[src/rtl/led_sequencer.sv]
// led_sequencer
//   Steps an LED bank through a display pattern, one step per timer tick.
//   A mode button cycles OFF -> BLINK -> CHASE -> PINGPONG -> OFF. The
//   sequencer also drives the timer's enable, so the timer runs only while
//   a pattern is active.
//
// Ports
//   clock          in   system clock
//   reset_s2       in   asynchronous active-high reset
//   tick           in   one-cycle step pulse from the timer
//   mode_button    in   debounced, synchronized mode button level
//   timer_enabled  out  registered, 1 whenever mode != OFF
//   mode           out  0 = OFF, 1 = BLINK, 2 = CHASE, 3 = PINGPONG
//   leds           out  LED drive, bit 0 = rightmost, 1 = lit
module led_sequencer #(
  parameter int LED_COUNT = 4
) (
  input  logic                 clock,
  input  logic                 reset_s2,
  input  logic                 tick,
  input  logic                 mode_button,
  output logic                 timer_enabled,
  output logic [1:0]           mode,
  output logic [LED_COUNT-1:0] leds
);

  typedef enum logic [1:0] {
    MODE_OFF      = 2'd0,
    MODE_BLINK    = 2'd1,
    MODE_CHASE    = 2'd2,
    MODE_PINGPONG = 2'd3
  } mode_t;

  typedef enum logic {
    DIR_UP   = 1'b0,
    DIR_DOWN = 1'b1
  } dir_t;

  localparam logic [LED_COUNT-1:0] LEDS_RIGHT = LED_COUNT'(1);

  mode_t                r_mode;
  mode_t                w_mode_next;
  dir_t                 r_dir;
  dir_t                 w_dir_next;
  logic [LED_COUNT-1:0] r_leds;
  logic [LED_COUNT-1:0] w_leds_next;
  logic [LED_COUNT-1:0] w_shift;
  logic                 r_button_prev;
  logic                 r_timer_en;
  logic                 w_press;

  // Rising edge of the button level: one cycle per press however long it is held.
  assign w_press = mode_button & ~r_button_prev;

  always_ff @(posedge clock or posedge reset_s2) begin
    if (reset_s2) begin
      r_mode        <= MODE_OFF;
      r_dir         <= DIR_UP;
      r_leds        <= '0;
      r_button_prev <= 1'b0;
      r_timer_en    <= 1'b0;
    end else begin
      r_mode        <= w_mode_next;
      r_dir         <= w_dir_next;
      r_leds        <= w_leds_next;
      r_button_prev <= mode_button;
      r_timer_en    <= (w_mode_next != MODE_OFF);
    end
  end

  // A press takes priority over a tick in the same cycle: the entry pattern
  // loads and the tick is dropped.
  always_comb begin
    w_mode_next = r_mode;
    w_dir_next  = r_dir;
    w_leds_next = r_leds;
    w_shift     = '0;
    if (w_press) begin
      case (r_mode)
        MODE_OFF: begin
          w_mode_next = MODE_BLINK;
          w_leds_next = '1;
        end
        MODE_BLINK: begin
          w_mode_next = MODE_CHASE;
          w_leds_next = LEDS_RIGHT;
        end
        MODE_CHASE: begin
          w_mode_next = MODE_PINGPONG;
          w_leds_next = LEDS_RIGHT;
          w_dir_next  = DIR_UP;
        end
        default: begin
          w_mode_next = MODE_OFF;
          w_leds_next = '0;
        end
      endcase
    end else if (tick) begin
      case (r_mode)
        MODE_BLINK: w_leds_next = ~r_leds;
        MODE_CHASE: w_leds_next = {r_leds[LED_COUNT-2:0], r_leds[LED_COUNT-1]};
        MODE_PINGPONG: begin
          // Direction flips on the same edge the endpoint is reached, so
          // each endpoint is shown for exactly one tick.
          if (r_dir == DIR_UP) begin
            w_shift = r_leds << 1;
            if (w_shift[LED_COUNT-1]) w_dir_next = DIR_DOWN;
          end else begin
            w_shift = r_leds >> 1;
            if (w_shift[0]) w_dir_next = DIR_UP;
          end
          w_leds_next = w_shift;
        end
        default: w_leds_next = '0;
      endcase
    end
  end

  assign mode          = r_mode;
  assign leds          = r_leds;
  assign timer_enabled = r_timer_en;

endmodule
[config.mk]
export PLATFORM = sky130hd
export DESIGN_NAME = led_sequencer
export DESIGN_NICKNAME = d
export VERILOG_FILES = /design/src/rtl/led_sequencer.sv
export SDC_FILE = /design/constraint.sdc
export NUM_CORES = 1
export LEC_CHECK = 0
export ABC_AREA = 1
export ABC_CLOCK_PERIOD_IN_PS = 1500
export CAP_MARGIN = 25
export CORE_AREA = 2 2 39 41
export DETAILED_ROUTE_END_ITERATION = 8
export DIE_AREA = 0 0 41 43
export PLACE_DENSITY = 0.7
export SLEW_MARGIN = 5
export SYNTH_ARGS = -nofsm -noshare
export SYNTH_HDL_FRONTEND = slang
export SYNTH_SLANG_ARGS = --single-unit
[constraint.sdc]
create_clock -name clock -period 1.5 [get_ports clock]
set_input_delay 0.3 -clock clock [delete_from_list [all_inputs] [get_ports clock]]
set_output_delay 0.3 -clock clock [all_outputs]
set_load 0.01 [all_outputs]
== After elaboration in Yosys (flattened, before gate mapping) ==
Cells that the tools add are included.

* Word-level logic and storage cells: 32
* Input bits: 4
* Register bits: 9
* Output and inout port bits: 7

* Reduce and logical (&&, ||, !) cells: 6
* Bitwise logic cells: 3
* Equality and inequality tests: 4
* Mux-type cells: 14

{| class="wikitable"
|+ Operator list
! cell !! count
|-
| two-way mux 4 bit || 3
|-
| one-hot mux 4 bit (3 select lines) || 1
|-
| one-hot mux 4 bit (2 select lines) || 1
|-
| two-way mux 1 bit || 7
|-
| one-hot mux 2 bit (3 select lines) || 1
|-
| nonzero test 2 bit || 3
|-
| equality test 2 bit (second input constant) || 2
|-
| inverter 4 bit || 1
|-
| AND reduction 3 bit || 1
|-
| equality test 2 x 1 -> 1 bit (second input constant) || 1
|-
| logical NOT 2 bit || 1
|-
| two-way mux 2 bit || 1
|-
| != test 2 x 1 -> 1 bit (second input constant) || 1
|-
| OR reduction 2 bit || 1
|-
| AND 1 bit || 1
|-
| inverter 1 bit || 1
|}

== Longest topological paths before layout ==
Gate-level depths: netlist (run 1).

* Word-level depth: 5
* Mapped depth: 8

== Least setup slack after synthesis (run 1) ==
No wires, ideal clock.

* Path type: reg2reg
* From: reg r_mode[1] (netlist: mode[1])
* To: reg r_leds[3] (netlist: leds[3])
* Cell stages (with the launch flop): 8
* Required time: 1.435 ns
* Slack: 0.329 ns
* Arrival: 1.106 ns
* Cells stage by stage: dfrtp_1 inv_1 ha_1 inv_2 or2_1 nand2_1 nand2_1 nand2_1

* Longest elaborated chain between the ends: 4
* Elaborated cells on any way between the ends: 9
* Those cells by class: eq/ne: 3; mux: 4; reduce/logical: 2

{| class="wikitable"
|+ RTL lines
! item !! RTL line !! RTL
|-
| start, declared || 41 || <nowiki>mode_t r_mode;</nowiki>
|-
| start signal, assigned || 63 || <nowiki>r_mode <= w_mode_next;</nowiki>
|-
| equality test 2 bit, or another cell as far along || 99 || <nowiki>case (r_mode)</nowiki>
|-
| one-hot mux 4 bit (3 select lines) / OR reduction 2 bit (equally long branches) || - ||
|-
| two-way mux 4 bit / one-hot mux 4 bit (2 select lines) (equally long branches) || 98, 79 ||
|-
| two-way mux 4 bit * || 78 || <nowiki>if (w_press) begin</nowiki>
|-
| end signal, assigned || 65 || <nowiki>r_leds <= w_leds_next;</nowiki>
|-
| end, declared || 45 || <nowiki>logic [LED_COUNT-1:0] r_leds;</nowiki>
|}

Mark *: on every way between the ends. The rest lies on a longest branch, timed or not. The select of a mux whose other input is x is not followed.
A chain may end at the register's enable or synchronous reset.

== Worst setup path after layout (run 1) ==
* From: reg r_leds[2] (netlist: leds[2])
* To: out leds[2]

{| class="wikitable"
|+ RTL lines
! item !! RTL line !! RTL
|-
| end, declared || 24 || <nowiki>output logic [LED_COUNT-1:0] leds</nowiki>
|}

No word-level cell between the ends.

==> results.py, run 1 <==
metrics = {
    "worst_setup_path": {
        "cp_slowest_stage_delay_ps": 540,
        "cp-start-kind": "flip-flop",
        "cp_slowest_cell": "clkdlybuf4s50_1",
        "critical_path_class": "flip-flop to output port",
        "worstSetupEndpointType": "output port",
        "cp-startpoint": "leds[2]$_DFFE_PP0P_",
        "worstPathCellList": "clkdlybuf4s50_1",
        "path_buf_inv": 1,
        "critical-path-top-delay-family": "buffers and inverters",
        "crit_required_ps": 1200,
        "cp.arrival_ps": 1170,
        "reg2reg_from": "mode[0]$_DFF_PP0_",
        "crit_fanout": 2,
    },
    "place": {
        "routabilityCongestion": 0.7387,
        "dp_hpwl_um": 923,
        "place_area_um2": 725.7,
        "io_buffers": 10,
    },
    "global_routing": {
        "grt_pass1_wl_um": 2125,
        "grt.overflow.total": 0,
        "grt_pass1_vias": 477,
        "grt_use_total_pct": 18.58,
        "grt_max_degree": 11,
        "antenna_found_initial": 0,
    },
    "pwr": {
        "pwr-share-seq_pct": 29.8,
        "p_comb_share_pct": 56.0,
        "design_power_total_w": 0.001333,
        "p_int_w": 0.0007807,
        "p_switching_w": 0.0005523,
        "sw_frac_of_total_pct": 41.43,
        "total_leakage_power_nw": 0.4167,
        "vdd_ir_drop_max_mv": 0.8533,
        "pwr-share-clk_pct": 14.3,
        "p_per_area_nw_per_um2": 1727,
    },
    "clocking": {
        "clk_latency_ps": 260,
        "clkTransAtPathRegs_ps": 60,
        "htreeDepth": 1,
        "numCtsBuffers": 3,
        "cts_sinks": 9,
        "cts_buffer_depth": 2,
        "cts_root_buf": "clkbuf_4",
        "cts_tree": "yes",
    },
    "die": {
        "die_h_um": 43,
        "rows": 14,
        "initial_core_util_pct": 43.22,
        "die_area_um2": 1763,
        "core_area_um2": 1384,
        "die_w_um": 41,
        "ios": 11,
    },
    "sta": {
        "post-route-period-util_pct": 97.83,
        "max_slew_margin_pct": 75.94,
        "timing.hold.ws_ps": 298.6,
        "drv_slew": 0,
        "post-route-min-period_ps": 1467,
        "finalClockSkew_ps": 4.369,
        "setup_viol": 0,
        "hold_viol_final": 0,
        "fin_tns_setup_ps": 0,
        "tightest_slew_ps": 360.5,
        "fmax_mhz": 681.4,
        "rsz0062_at_grt": "no",
    },
    "logic_synthesis": {
        "synth_top_area_share_pct": 37.66,
        "yosysWarnings": 0,
        "yosysSeqAreaShare_pct": 37.66,
        "synth_seq_cells": 9,
        "syn_avg_cell_area_um2": 7.206,
        "synth.largest_area_cell": "dfrtp_1",
        "synth_area_leaders": "dfrtp_1 38%, nand2_1 18%, ha_1 10%",
        "syn_inst": 83,
        "syn_nets": 92,
        "yosysUniqueCellTypes": 15,
        "netlist_area_um2": 598.1,
    },
    "detailed_routing": {
        "routed_wl_um": 1252,
        "postRouteAntennaNets": 0,
        "wire_per_inst_um": 10.70,
        "drt_iter0_drc": 6,
        "num_vias": 563,
        "drc_errors": 0,
        "dr.pass1.iters": 4,
        "via_per_inst": 4.812,
    },
    "cells_and_area": {
        "layout-drive-gt1-share_pct": 17.82,
        "diodes": 0,
        "layout_commonest_cell": "nand2_1",
        "area_growth_pct": 29.08,
        "design_area_um2": 772.0,
        "mostFrequentLayoutCells": "28 x nand2_1, 12 x inv_1, 10 x nand3_1, 9 x dfrtp_1, 8 x clkdlybuf4s50_1",
        "layout.nets": 111,
        "utilization_pct": 55.79,
    },
    "status": {
        "outcome": "finished, final reports clean",
    },
    "job": {
        "cap_violations": 0,
    },
    "hold_path": {
        "holdCritPathClass": "input pin to asynchronous set/reset pin",
    },
}
==> power by group through the flow <==
| stage | Clock (W) | Sequential, W | Combinational, W |
|---|---|---|---|
| 6_report | 0.000190 | 0.000397 | 0.000746 |
| 5_1_grt | 0.000204 | 0.000409 | 0.000846 |
| 4_1_cts | 0.000191 | 0.000396 | 0.000752 |
| 3_5_place_dp | 0 | 0.000431 | 0.000672 |
| 3_3_place_gp | 0 | 0.000431 | 0.000673 |
| 2_1_floorplan | 0 | 0.000458 | 0.000368 |
==> worst paths after layout <==
check                                               end  slack (ps)  cells past startpoint
worst max-delay path                            leds[2]          30                      1
worst min-delay path            r_button_prev$_DFF_PP0_         300                      2
min in group clock              r_button_prev$_DFF_PP0_         610                      1
worst max register to register      leds[2]$_DFFE_PP0P_         190                      8
worst min register to register      leds[0]$_DFFE_PP0P_         630                      3
max in group asynchronous           leds[1]$_DFFE_PP0P_         940                      2
==> per-layer routing <==
layer  global-route usage [%]  up-vias  part of all wire (%)
li1                         -      290                     -
met1                    23.67      260                    46
met2                    27.50       11                    49
met3                    4.712        2                   3.8
met4                    10.00        0                   1.4
met5                        0        -                     0
==> what timing repair did <==
item	in CTS	in global routing
endpoints found under the setup margin	5	0
hold endpoints to repair	0	0
gates resized for setup	2	0
hold buffers	0	0
setup buffers	3	0
==> cells in the mapped netlist <==
cell      number
dfrtp_1        9
ha_1           5
inv_1         12
inv_2          6
nand2_1       28
nand2_2        2
nand2_4        1
nand3_1       10
nor2_1         1
nor2_4         1
nor3_2         1
o211ai_1       1
o21ai_0        2
o21ai_1        3
or2_1          1
==> registers in the layout, summed over array words and instances (netlist names) <==
name / cells
timer_enabled: 1
mode: 2
r_dir: 1
r_button_prev: 1
leds: 4
==> per-stage QoR <==
| stage | cells | worst slack [ps] |
|---|---|---|
| 5_1_grt | 117 | 3.188 |
| 3_3_place_gp | 110 | 116.1 |
| 6_report | 117 | 32.52 |
| 2_1_floorplan | 83 | 329.0 |
| 3_5_place_dp | 110 | 106.5 |
| 4_1_cts | 117 | 37.73 |
==> area by class of cell <==
type                       count  area [µm²]
inverter                      18       67.56
sequential                     9       225.2
tap                           16       20.02
timing repair buffer          14       127.6
clock buffer                   4       26.28
multi-input combinational     56       305.3
fill                         144       611.8
==> kinds of logic after synthesis <==
| group | synth area share, % |
|---|---|
| adder cells (fa/ha/maj) | 10.46 |
| AND/OR/NAND/NOR | 35.15 |
| buffers and inverters | 11.30 |
| flip-flops | 37.66 |
| AO/OA/AOI/OAI | 5.439 |
Note: power is estimated with default switching activity, not from simulation.
==> run 2: changes to the inputs <==
--- a/config.mk
+++ b/config.mk
@@ -6,7 +6,7 @@
 export NUM_CORES = 1
 export LEC_CHECK = 0
 export ABC_AREA = 1
-export ABC_CLOCK_PERIOD_IN_PS = 1500
+export ABC_CLOCK_PERIOD_IN_PS = 1800
 export CAP_MARGIN = 25
 export CORE_AREA = 2 2 39 41
 export DETAILED_ROUTE_END_ITERATION = 8
==> constraint.sdc (replaced) <==
create_clock -name clock -period 1.8 [get_ports clock]
set_input_delay 0.36 -clock clock [delete_from_list [all_inputs] [get_ports clock]]
set_output_delay 0.36 -clock clock [all_outputs]
set_load 0.01 [all_outputs]
==> run 2 against run 1 <==
  * Die area unchanged
  * Sequential cell count unchanged
  * Sequential power decreased by 8.6%
  * Cell area decreased by 3.6%
  * Hold slack improved by 59 ps
  * Register-to-register slack improved by 370 ps
  * Combinational power decreased by 28%
  * Largest cell class unchanged
==> results.py, run 2 (synthesis results as in run 1) <==
metrics = {
    "worst_setup_path": {
        "critical-path-top-delay-family": "buffers and inverters",
        "critical_path_class": "flip-flop to output port",
        "cp_slowest_cell": "clkdlybuf4s50_1",
        "cp.arrival_ps": 1270,
        "cp_slowest_stage_delay_ps": 570,
        "path_buf_inv": 1,
        "cp-start-kind": "flip-flop",
        "crit_required_ps": 1440,
        "worstSetupEndpointType": "output port",
        "worstPathCellList": "clkdlybuf4s50_1",
        "crit_fanout": 6,
    },
    "detailed_routing": {
        "postRouteAntennaNets": 0,
        "drt_iter0_drc": 5,
        "wire_per_inst_um": 10.24,
        "dr.pass1.iters": 4,
        "num_vias": 535,
        "via_per_inst": 4.735,
        "routed_wl_um": 1157,
        "drc_errors": 0,
    },
    "job": {
        "cap_violations": 0,
    },
    "die": {
        "core_area_um2": 1384,
        "initial_core_util_pct": 43.22,
        "die_h_um": 43,
        "die_w_um": 41,
        "rows": 14,
        "die_area_um2": 1763,
        "ios": 11,
    },
    "place": {
        "io_buffers": 10,
        "dp_cells": 109,
        "place_area_um2": 718.2,
        "dp_hpwl_um": 910.2,
        "routabilityCongestion": 0.7349,
    },
    "global_routing": {
        "grt_pass1_vias": 518,
        "grt_pass1_wl_um": 2056,
        "grtUsageMet2_pct": 27.81,
        "grt.overflow.total": 0,
        "grt_use_total_pct": 17.46,
        "use_met3_pct": 1.571,
        "grt_max_degree": 11,
        "grt_busiest_layer": "met2",
        "grt_use_met1_pct": 20.67,
        "antenna_found_initial": 0,
    },
    "sta": {
        "drv_slew": 0,
        "tightest_slew_ps": 366.6,
        "fmax_mhz": 613.5,
        "setup_viol": 0,
        "fin_tns_setup_ps": 0,
        "max_slew_margin_pct": 75.53,
        "finalClockSkew_ps": 1.254,
        "rsz0062_at_grt": "no",
        "post-route-min-period_ps": 1630,
        "post-route-period-util_pct": 90.55,
        "hold_viol_final": 0,
    },
    "pwr": {
        "p_per_area_nw_per_um2": 1429,
        "vdd_ir_drop_max_mv": 0.7570,
        "total_leakage_power_nw": 0.3932,
    },
    "clocking": {
        "holdBufCountCts": 0,
        "cts_sinks": 9,
        "cts_root_buf": "clkbuf_4",
        "ctsResizeCount": 0,
        "cts_tree": "yes",
        "numCtsBuffers": 3,
        "clkTransAtPathRegs_ps": 60,
        "htreeDepth": 1,
        "postCtsSetupBuffers": 0,
        "cts_buffer_depth": 2,
        "clk_latency_ps": 260,
    },
    "cells_and_area": {
        "mostFrequentLayoutCells": "28 x nand2_1, 12 x inv_1, 10 x nand3_1, 10 x clkdlybuf4s50_1, 9 x dfrtp_1",
        "design_area_um2": 744.5,
        "register_area_um2": 225.2,
        "largest_reg_flops": 4,
        "multi_input_area_um2": 305.3,
        "nFillCells": 150,
        "diodes": 0,
        "layout-drive-gt1-share_pct": 14.43,
        "layout.nets": 107,
        "area_growth_pct": 24.48,
        "final_cells": 113,
        "layout_commonest_cell": "nand2_1",
    },
    "status": {
        "outcome": "finished, final reports clean",
    },
    "hold_path": {
        "holdCritPathClass": "input pin to asynchronous set/reset pin",
    },
}
[run 2: cell types whose count changed in the layout (fill, tap and decap cells not counted), sizes merged]
cell           change
buf                -4
clkdlybuf4s50      +2
dlygate4sd2        -2
[run 2: layout make-up]
| class | instances | share of cell area [%] |
|---|---|---|
| clock buffer | 4 | 3.529 |
| inverter | 18 | 9.076 |
| multi-input combinational | 56 | 41.01 |
| sequential | 9 | 30.25 |
| tap | 16 | 2.689 |
| timing repair buffer | 10 | 13.45 |
[run 2: worst paths after layout]
| check | start | to | slack, ps | cells past startpoint |
|---|---|---|---|---|
| min in group clock | mode[0]$_DFF_PP0_ | mode[0]$_DFF_PP0_ | 610 | 2 |
| hold / removal | reset_s2 | r_button_prev$_DFF_PP0_ | 360 | 2 |
| hold reg to reg | mode[0]$_DFF_PP0_ | mode[0]$_DFF_PP0_ | 610 | 2 |
| setup reg to reg | mode[0]$_DFF_PP0_ | leds[2]$_DFFE_PP0P_ | 560 | 8 |
| max in group asynchronous | reset_s2 | leds[3]$_DFFE_PP0P_ | 1180 | 2 |
| setup / recovery | leds[2]$_DFFE_PP0P_ | leds[2] | 170 | 1 |
[run 2: stage by stage]
step	worst slack [ps]	hold WS, ps	power [W]	util [%]
2_1_floorplan	629.0	187.9	0.0006883	-
3_3_place_gp	358.6	587.4	0.0009107	51.90
3_5_place_dp	348.0	607.5	0.0009103	51.90
4_1_cts	164.8	369.2	0.001074	53.80
5_1_grt	134.8	444.5	0.001162	53.80
6_report	170.1	357.3	0.001064	53.80
[run 2: report_power, final]
| part | internal (W) | total [W] | switching [W] |
|---|---|---|---|
| combinational | 0.000255 | 0.000538 | 0.000283 |
| clock | 0.0000858 | 0.000162 | 0.0000759 |
| sequential | 0.000275 | 0.000363 | 0.0000884 |
[run 2: per-layer routing]
metal	share of wire [%]	up-vias
li1	-	281
met2	50	12
met1	43	238
met4	2.2	0
met3	4.1	4
met5	0	-
==> RTL edit (flow settings as in run 1) <==
`LED_COUNT`: 4 -> 2.
--- a/src/rtl/led_sequencer.sv
+++ b/src/rtl/led_sequencer.sv
@@ -14,5 +14,5 @@
 //   leds           out  LED drive, bit 0 = rightmost, 1 = lit
 module led_sequencer #(
-  parameter int LED_COUNT = 4
+  parameter int LED_COUNT = 2
 ) (
   input  logic                 clock,
Ports: changed (resized leds); port bits go from 11 to 9. No check against the original RTL was run, so the function may have changed too.
==> RTL edit against run 1 <==
Maximum frequency increased by 2.4%; highest routed layer unchanged; power fell by 25%; first-iteration DRC count is 100% lower; area after synthesis shrank 25%; wire length down 32%; register-to-register slack improved by 0.11 ns; worst setup slack gained 0.035 ns; final area fell by 24%; sequential cell count is 2 lower.
==> RTL edit: results <==
cells_and_area:
  regArea_um2: 175
  nNonClkInverters: 15
  drive_gt1_frac: 0.133
  clkCellAreaFrac: 0.0449
  nFillCells: 148
  multi_input_area_um2: 215
  n_all_buffers: 10
place:
  gp_congestion: 0.778
  io_buffers: 8
  place_area_um2: 547
  dp_slack_ns: 0.194
setup_path:
  cp-endpoint: "leds[1]"
  rr_worst_depth: 4
  worst_r2r_endpoint: "timer_enabled$_DFF_PP0_"
  reg2reg_slack_ns: 0.30
synth:
  synth_area_leaders: "dfrtp_1, nand2_1, ha_1, inv_1, nand3_1"
  synth_cell_types: 12
  yosysSeqAreaShare: 0.392
  synth_fp_nets: 70
route:
  dr.pass1.iters: 1
  routed_via_density: 4.18
  drt_iter0_drc: 0
global_route:
  grt_usage: 0.131
run_status:
  status: "completed"
pwr:
  power.leakage_nw: 0.323
sta:
  worst_clock_skew_ns: 0.00606
  finalCritPeriodShare: 0.955
RTL edit: cell types whose count changed after synthesis, sizes merged, moves of 2 or more:
| cell | before | now |
|---|---|---|
| inv | 18 | 13 |
| dfrtp | 9 | 7 |
| nand2 | 31 | 21 |
| clkinv | 0 | 2 |
| nand3 | 10 | 7 |
| o21ai | 5 | 3 |
RTL edit: cell families after synthesis:
group / count (synthesis) / share of synthesized area
adder cells (fa/ha/maj): 5 / 0.140
buffers and inverters: 15 / 0.126
AND/OR/NAND/NOR: 31 / 0.308
flip-flops: 7 / 0.392
AO/OA/AOI/OAI: 3 / 0.0336
RTL edit: what timing repair did:
item,in CTS,in global routing
buffers inserted,2,0
endpoints found under the setup margin,4,0
hold buffers,0,0
gates resized for setup,2,0
RTL edit: metal layers:
layer  share of wire  vias up  track usage  wire (µm)
met2            0.46        9        0.188        394
met3           0.060        2       0.0681         51
met4           0.025        0       0.0800         21
met1            0.45      160        0.146        387
met5               0        -            0          0
li1                -      209            -          -
